**config.mk**
```make
export PLATFORM = sky130hd
export DESIGN_NAME = div_result_capture
export DESIGN_NICKNAME = d
export VERILOG_FILES = /design/src/rtl/div_result_capture.sv
export SDC_FILE = /design/constraint.sdc
export NUM_CORES = 1
export LEC_CHECK = 0
export ABC_AREA = 0
export ABC_CLOCK_PERIOD_IN_PS = 1800
export CAP_MARGIN = 20
export CORE_MARGIN = 2
export CORE_UTILIZATION = 47
export CTS_BUF_LIST = sky130_fd_sc_hd__clkbuf_8
export CTS_CLUSTER_SIZE = 30
export DETAILED_ROUTE_END_ITERATION = 16
export PLACE_DENSITY_LB_ADDON = 0.25
export SLEW_MARGIN = 20
export SYNTH_ARGS = -nofsm -noshare
export SYNTH_HDL_FRONTEND = slang
export SYNTH_SLANG_ARGS = --single-unit
```
**constraint.sdc**
```tcl
create_clock -name clk -period 1.8 [get_ports clk]
set_input_delay 0.27 -clock clk [delete_from_list [all_inputs] [get_ports clk]]
set_output_delay 0.27 -clock clk [all_outputs]
set_load 0.03 [all_outputs]
```
**src/rtl/div_result_capture.sv**
```systemverilog
// Posedge capture of negedge-launched divider results into a 2-entry buffer.
// Optional DIV_CAPTURE_CNT_EN adds the 16-bit result_cnt port.
//
// Ports:
//   clk, rst_n            clock, async active-low reset
//   in_valid/quot/rem/dbz producer side, sampled on push only
//   in_ready              occupancy < 2
//   out_valid/quot/rem/dbz head entry to consumer
//   out_ready             consumer takes head
//   ovf_err, err_clr      sticky drop flag and its clear
//   result_cnt            accepted-result counter (DIV_CAPTURE_CNT_EN)
module div_result_capture #(
  parameter int WIDTH = 32
) (
  input  logic             clk,
  input  logic             rst_n,
  input  logic             in_valid,
  input  logic [WIDTH-1:0] in_quot,
  input  logic [WIDTH-1:0] in_rem,
  input  logic             in_dbz,
  output logic             in_ready,
  output logic             out_valid,
  output logic [WIDTH-1:0] out_quot,
  output logic [WIDTH-1:0] out_rem,
  output logic             out_dbz,
  input  logic             out_ready,
  output logic             ovf_err,
  input  logic             err_clr
`ifdef DIV_CAPTURE_CNT_EN
  ,
  output logic [15:0]      result_cnt
`endif
);

  typedef enum logic [1:0] {
    EMPTY = 2'd0,
    ONE   = 2'd1,
    FULL  = 2'd2
  } occ_t;

  occ_t state;
  occ_t state_nx;

  logic             head;
  logic             tail;
  logic [WIDTH-1:0] quot_q [2];
  logic [WIDTH-1:0] rem_q  [2];
  logic             dbz_q  [2];

  logic push;
  logic pop;
  logic drop;
  logic rd;

  always_comb begin
    state_nx  = state;
    in_ready  = 1'b1;
    out_valid = 1'b0;
    unique case (state)
      EMPTY: begin
        in_ready  = 1'b1;
        out_valid = 1'b0;
      end
      ONE: begin
        in_ready  = 1'b1;
        out_valid = 1'b1;
      end
      FULL: begin
        in_ready  = 1'b0;
        out_valid = 1'b1;
      end
      default: begin
        in_ready  = 1'b1;
        out_valid = 1'b0;
      end
    endcase
    push = in_valid && in_ready;
    pop  = out_valid && out_ready;
    drop = in_valid && !in_ready;
    unique case (1'b1)
      push && !pop:
        state_nx = (state == EMPTY) ? ONE : FULL;
      pop && !push:
        state_nx = (state == FULL) ? ONE : EMPTY;
      default:
        state_nx = state;
    endcase
  end

  // When empty, head sits one past the last popped entry, and that
  // slot cannot be rewritten until the next push lands at head.
  assign rd       = out_valid ? head : ~head;
  assign out_quot = quot_q[rd];
  assign out_rem  = rem_q[rd];
  assign out_dbz  = dbz_q[rd];

  always_ff @(posedge clk or negedge rst_n) begin
    if (!rst_n) begin
      state     <= EMPTY;
      head      <= 1'b0;
      tail      <= 1'b0;
      quot_q[0] <= '0;
      quot_q[1] <= '0;
      rem_q[0]  <= '0;
      rem_q[1]  <= '0;
      dbz_q[0]  <= 1'b0;
      dbz_q[1]  <= 1'b0;
      ovf_err   <= 1'b0;
    end else begin
      state <= state_nx;
      if (push) begin
        quot_q[tail] <= in_quot;
        rem_q[tail]  <= in_rem;
        dbz_q[tail]  <= in_dbz;
        tail         <= ~tail;
      end
      if (pop) begin
        head <= ~head;
      end
      if (drop) begin
        ovf_err <= 1'b1;
      end else if (err_clr) begin
        ovf_err <= 1'b0;
      end
    end
  end

`ifdef DIV_CAPTURE_CNT_EN
  always_ff @(posedge clk or negedge rst_n) begin
    if (!rst_n) begin
      result_cnt <= 16'd0;
    end else if (push) begin
      result_cnt <= result_cnt + 16'd1;
    end
  end
`endif

endmodule

```
== Word level (Yosys, flattened, before mapping) ==
Index checks and enable logic that the tools add are counted.

* $lt $le $gt $ge: 3
* Bitwise gates (word level): 4
* Eq/ne operators: 2
* Reductions and logical operators: 12
* Multiplexer cells: 24

{| class="wikitable"
|+ Operators with widths
! operator !! count
|-
| $mux W32 || 7
|-
| $bwmux W64 || 2
|-
| $demux W32 S1 || 1
|-
| $mux W1 || 10
|-
| $logic_and A1 B1 Y1 || 6
|-
| $ge A2 B2 Y1 const B || 2
|-
| $not A1 Y2 || 2
|-
| $pmux W2 S2 || 1
|-
| $reduce_bool A2 Y1 || 2
|-
| $bwmux W2 || 1
|-
| $eq A2 B1 Y1 const B || 1
|-
| $eq A2 B2 Y1 const B || 1
|-
| $logic_not A1 Y1 || 2
|-
| $logic_not A2 Y1 || 1
|-
| $lt A2 B1 Y1 const B || 1
|-
| $mux W2 || 1
|-
| $not A1 Y1 || 2
|-
| $reduce_or A2 Y1 || 1
|-
| $demux W1 S1 || 1
|}

* Output and inout port bits: 68
* Bits in registers: 135

== Longest topological paths before layout ==
* Depth in word-level cells: 8
* Gate-level depth with buffers: 6
* Depth with buffers taken out: 6

== Least setup slack after synthesis ==
No wires, ideal clock.

* Path type: reg2out
* Start: reg state[1]
* End: out out_quot[12]
* Arrival: 1.868 ns
* Cell stages (with the launch flop): 7
* Buffers on the path: 2
* Path slack: -0.338 ns
* Cell sequence: dfrtp_1 > inv_1 > ha_1 > xor2_1 > buf_4 > buf_6 > mux2_1

* Word-level cells in the longest chain between the ends: 8
* Elaborated cells between the ends (all ways): 9
* Those cells by class: 2 x eq/ne; 5 x mux; 1 x bitwise; 1 x reduce/logical

{| class="wikitable"
|+ Ends and longest elaborated chain
! element !! line !! RTL
|-
| start, declared || 41 || <nowiki>occ_t state;</nowiki>
|-
| start signal, assigned || 110 || <nowiki>state <= state_nx;</nowiki>
|-
| $eq A2 B2 Y1 / $eq A2 B1 Y1 (equally long branches) || 59 || <nowiki>unique case (state)</nowiki>
|-
| $reduce_or A2 Y1 (no line) * || -- ||
|-
| $mux W1 * || 59 ||
|-
| named net out_valid || 22 || <nowiki>output logic out_valid,</nowiki>
|-
| $mux W1 * || 92 || <nowiki>assign rd = out_valid ? head : ~head;</nowiki>
|-
| $not A1 Y2 (implied by the code) * || 93 || <nowiki>assign out_quot = quot_q[rd];</nowiki>
|-
| $mux W32 (implied by the code) * (3 in series) || 93 ||
|-
| end, declared || 23 || <nowiki>output logic [WIDTH-1:0] out_quot,</nowiki>
|}

Mark *: on every way through the listed nets, which the timed path passes. The rest lies on a longest branch. The select of a mux whose other input is x is not followed.

== Worst setup path after layout ==
* Start: reg state[0]
* End: out out_quot[17]

* Word-level cells in the longest chain between the ends: 8
* Elaborated cells between the ends (all ways): 9
* Those cells by class: 2 x eq/ne; 5 x mux; 1 x bitwise; 1 x reduce/logical

{| class="wikitable"
|+ Ends and longest elaborated chain
! element !! line
|-
| $eq A2 B2 Y1 / $eq A2 B1 Y1 (equally long branches) || 59
|-
| $reduce_or A2 Y1 (no line) * || --
|-
| $mux W1 * || 59
|-
| $mux W1 * || 92
|-
| $not A1 Y2 (implied by the code) * || 93
|-
| $mux W32 (implied by the code) * (3 in series) || 93
|}

Mark *: on every way between the ends. The rest lies on a longest branch, timed or not. The select of a mux whose other input is x is not followed.

==> insert_results.sql <==
INSERT INTO impl_metrics (metric_group, metric, value, unit) VALUES
('sta', 'timing.hold.ws', '0.3765', 'ns'),
('layout', 'layout.cells.most_common_list', 'mux2_4, dfrtp_1, clkdlybuf4s50_1, buf_6, mux2_2', ''),
('run_status', 'outcome', 'finished with violations', ''),
('worst_setup_path', 'worst-endpoint-arrival', '2.19', 'ns'),
('grt', 'global_route.usage.total', '20.79', '%'),
('worst_setup_path', 'worstPathMaxFanout', '4', ''),
('sta', 'max_slew.worst_pin.slew', '0.3724', 'ns'),
('worst_setup_path', 'crit_path_end_kind', 'output pin', ''),
('yosys', 'area_share_of_the_largest_cell_type_after_synthesis', '55.48', '%'),
('sta', 'final_critical_path_setup_slack', '-0.6644', 'ns'),
('yosys', 'cell_variety_after_synth', '19', ''),
('run_status', 'failed_checks', 'setup timing', ''),
('yosys', 'synth.net_count', '447', ''),
('layout', 'layout-drive-gt1-share', '60.00', '%'),
('routing', 'route.detailed.vias_per_inst', '5.097', ''),
('worst_setup_path', 'series_of_cell_instances_along_the_critical_path', 'inv_2 > ha_4 > xor2_4 > buf_6 > buf_16 > buf_8 > mux2_4 > buf_6', ''),
('routing', 'via_count', '3782', ''),
('layout', 'final_core_util', '72.87', '%'),
('floorplan', 'initial_core_util', '48.26', '%'),
('worst_setup_path', 'crit_top_cell', 'buf_6', ''),
('sta', 'finalSetupViolations', '110', ''),
('routing', 'dr.first_iter.drc_count', '217', ''),
('yosys', 'synth_top_area_cell', 'dfrtp_1', ''),
('clock_tree', 'cts_made_buffers', '17', ''),
('yosys', 'syn_inst', '373', ''),
('grt', 'grt_first_pass_wirelength', '22210', 'microns'),
('layout', 'layout.filler_cells', '845', ''),
('floorplan', 'chipWidth', '117.8', 'microns'),
('floorplan', 'core_region_area', '12620', 'sq um'),
('layout', 'final_common_cell', 'mux2_4', ''),
('place', 'dp_cells', '684', ''),
('floorplan', 'fp.dieArea', '13880', 'sq um'),
('worst_setup_path', 'cp.buffers_inverters', '5', ''),
('floorplan', 'die_height', '117.8', 'microns'),
('grt', 'grt_overflow', '0', ''),
('grt', 'global_route.peak_usage_layer', 'met2', ''),
('routing', 'wl_per_cell', '20.85', 'microns'),
('clock_tree', 'ctsRootBufferMaster', 'clkbuf_8', ''),
('grt', 'groute.layer.met1.usage', '24.94', '%'),
('yosys', 'syn-mean-instance-area', '16.33', 'sq um'),
('worst_setup_path', 'worst_ep_required_time', '1.53', 'ns'),
('layout', 'final_nets', '634', ''),
('sta', 'setup_repair_after_global_routing_missed_its_margin', 'true', ''),
('floorplan', 'core.rowCount', '41', ''),
('worst_setup_path', 'worst_setup_path_start', 'state[0]', ''),
('place', 'place_congestion', '0.7201', ''),
('sta', 'finClkSkew', '0.007884', 'ns'),
('clock_tree', 'cts.path.max_buffers', '2', ''),
('grt', 'first_global_vias', '4192', ''),
('routing', 'detailedRoute.firstPassIterationCount', '4', ''),
('worst_setup_path', 'worstSetupStartpointType', 'flip-flop', ''),
('grt', 'grt_use_met2', '34.19', '%'),
('worst_setup_path', 'regToRegStartpoint', 'state[0]', ''),
('worst_setup_path', 'critical_path_class', 'reg -> out', ''),
('place', 'dp_hpwl', '8589', 'microns'),
('layout', 'antenna_diodes', '0', ''),
('routing', 'postRouteAntennaNets', '0', ''),
('grt', 'grt_antenna_before_repair', '0', ''),
('clock_tree', 'clk_latency', '0.45', 'ns'),
('routing', 'drc', '0', ''),
('clock_tree', 'cts_max_level', '4', ''),
('clock_tree', 'tritoncts_clock_tree', 'built', ''),
('clock_tree', 'worst_setup_hold_path_clk_slew', '0.07', 'ns'),
('floorplan', 'ioPinCount', '138', ''),
('yosys', 'synth.ff_latch_count', '135', ''),
('clock_tree', 'clock_sink_count', '135', ''),
('place', 'port-buffer-count', '137', ''),
('routing', 'totalWireLength', '15470', 'microns'),
('place', 'pre_cts_slack', '-0.6648', 'ns'),
('worst_hold_path', 'worst_hold_path_type', 'in -> async', ''),
('sta', 'fin_crit', '2.464', 'ns');
==> registers in the layout (all words and copies together), names as in the netlist <==
name / cells
state: 2
quot_q: 64
dbz_q: 2
tail: 1
head: 1
ovf_err: 1
rem_q: 64
==> cell type report <==
type                            instances  area [sq um]  area share [%]
Clock buffer                           20         275.3           2.993
Clock inverter                          9         41.29          0.4490
Inverter                                4         15.01          0.1633
Multi-Input combinational cell        213          3040           33.06
Sequential cell                       135          3378           36.73
Tap cell                              172         215.2           2.340
Timing Repair Buffer                  189          2231           24.26
==> synth_stat cells, drive strengths merged <==
| cell | number |
|---|---|
| buf | 21 |
| nand2 | 3 |
| nand2b | 1 |
| and2 | 1 |
| o31ai | 1 |
| inv | 4 |
| xor2 | 2 |
| dfrtp | 135 |
| nor3b | 1 |
| mux2 | 195 |
| nand3b | 1 |
| mux2i | 1 |
| ha | 4 |
| o21ai | 2 |
| xnor2 | 1 |
==> worst register-to-register path, cell delays in order, from the launching register on <==
cell,delay (ns)
dfrtp_1,0.36
inv_2,0.06
buf_4,0.15
ha_4,0.17
nor3b_4,0.19
buf_6,0.16
buf_8,0.14
clkbuf_16,0.18
mux2_4,0.31
==> repair_timing <==
| action | 4_1_cts | 5_1_grt |
|---|---|---|
| endpoints found under the hold margin | 135 | 0 |
| setup endpoints to repair | 186 | 130 |
| buffers inserted | 10 | 7 |
| gates cloned | 5 | 8 |
| resized for setup | 380 | 82 |
| hold buffers | 1 | 0 |
| pin swaps | 3 | 4 |
==> final timing paths <==
path	slack (ns)	cells after the start	end
setup / recovery	-0.66	8	out_quot[17]
setup reg to reg	-0.05	8	quot_q[46]
min in group clk	0.41	2	ovf_err
hold / removal	0.38	3	quot_q[39]
max in group asynchronous	1.10	3	quot_q[29]
hold reg to reg	0.50	1	quot_q[28]
==> metal layers <==
metal | share of wire [%] | vias up
met3 | 5.2 | 18
li1 | - | 1701
met5 | 0 | -
met2 | 51 | 97
met4 | 1.3 | 0
met1 | 43 | 1966
==> logic make-up after synthesis <==
group                    count (synthesis)  synth area share (%)
AO/OA/AOI/OAI                            3                0.2877
XOR/XNOR                                 3                0.4316
adder cells (fa/ha/maj)                  4                0.8219
buffers and inverters                   25                 3.637
flip-flops                             135                 55.48
multiplexers                           196                 38.63
AND/OR/NAND/NOR                          7                0.7193
==> through the flow <==
stage	setup TNS [ns]	cell area, sq um
after CTS	-40.91	8660
after global routing	-52.32	9196
after floorplan	-7.235	6309
final	-41.82	9196
after global placement	-41.76	7990
after detailed placement	-44.94	7990
Power is not shown: default switching activity piles up to over one toggle a cycle in this logic, so the estimate is an artifact.
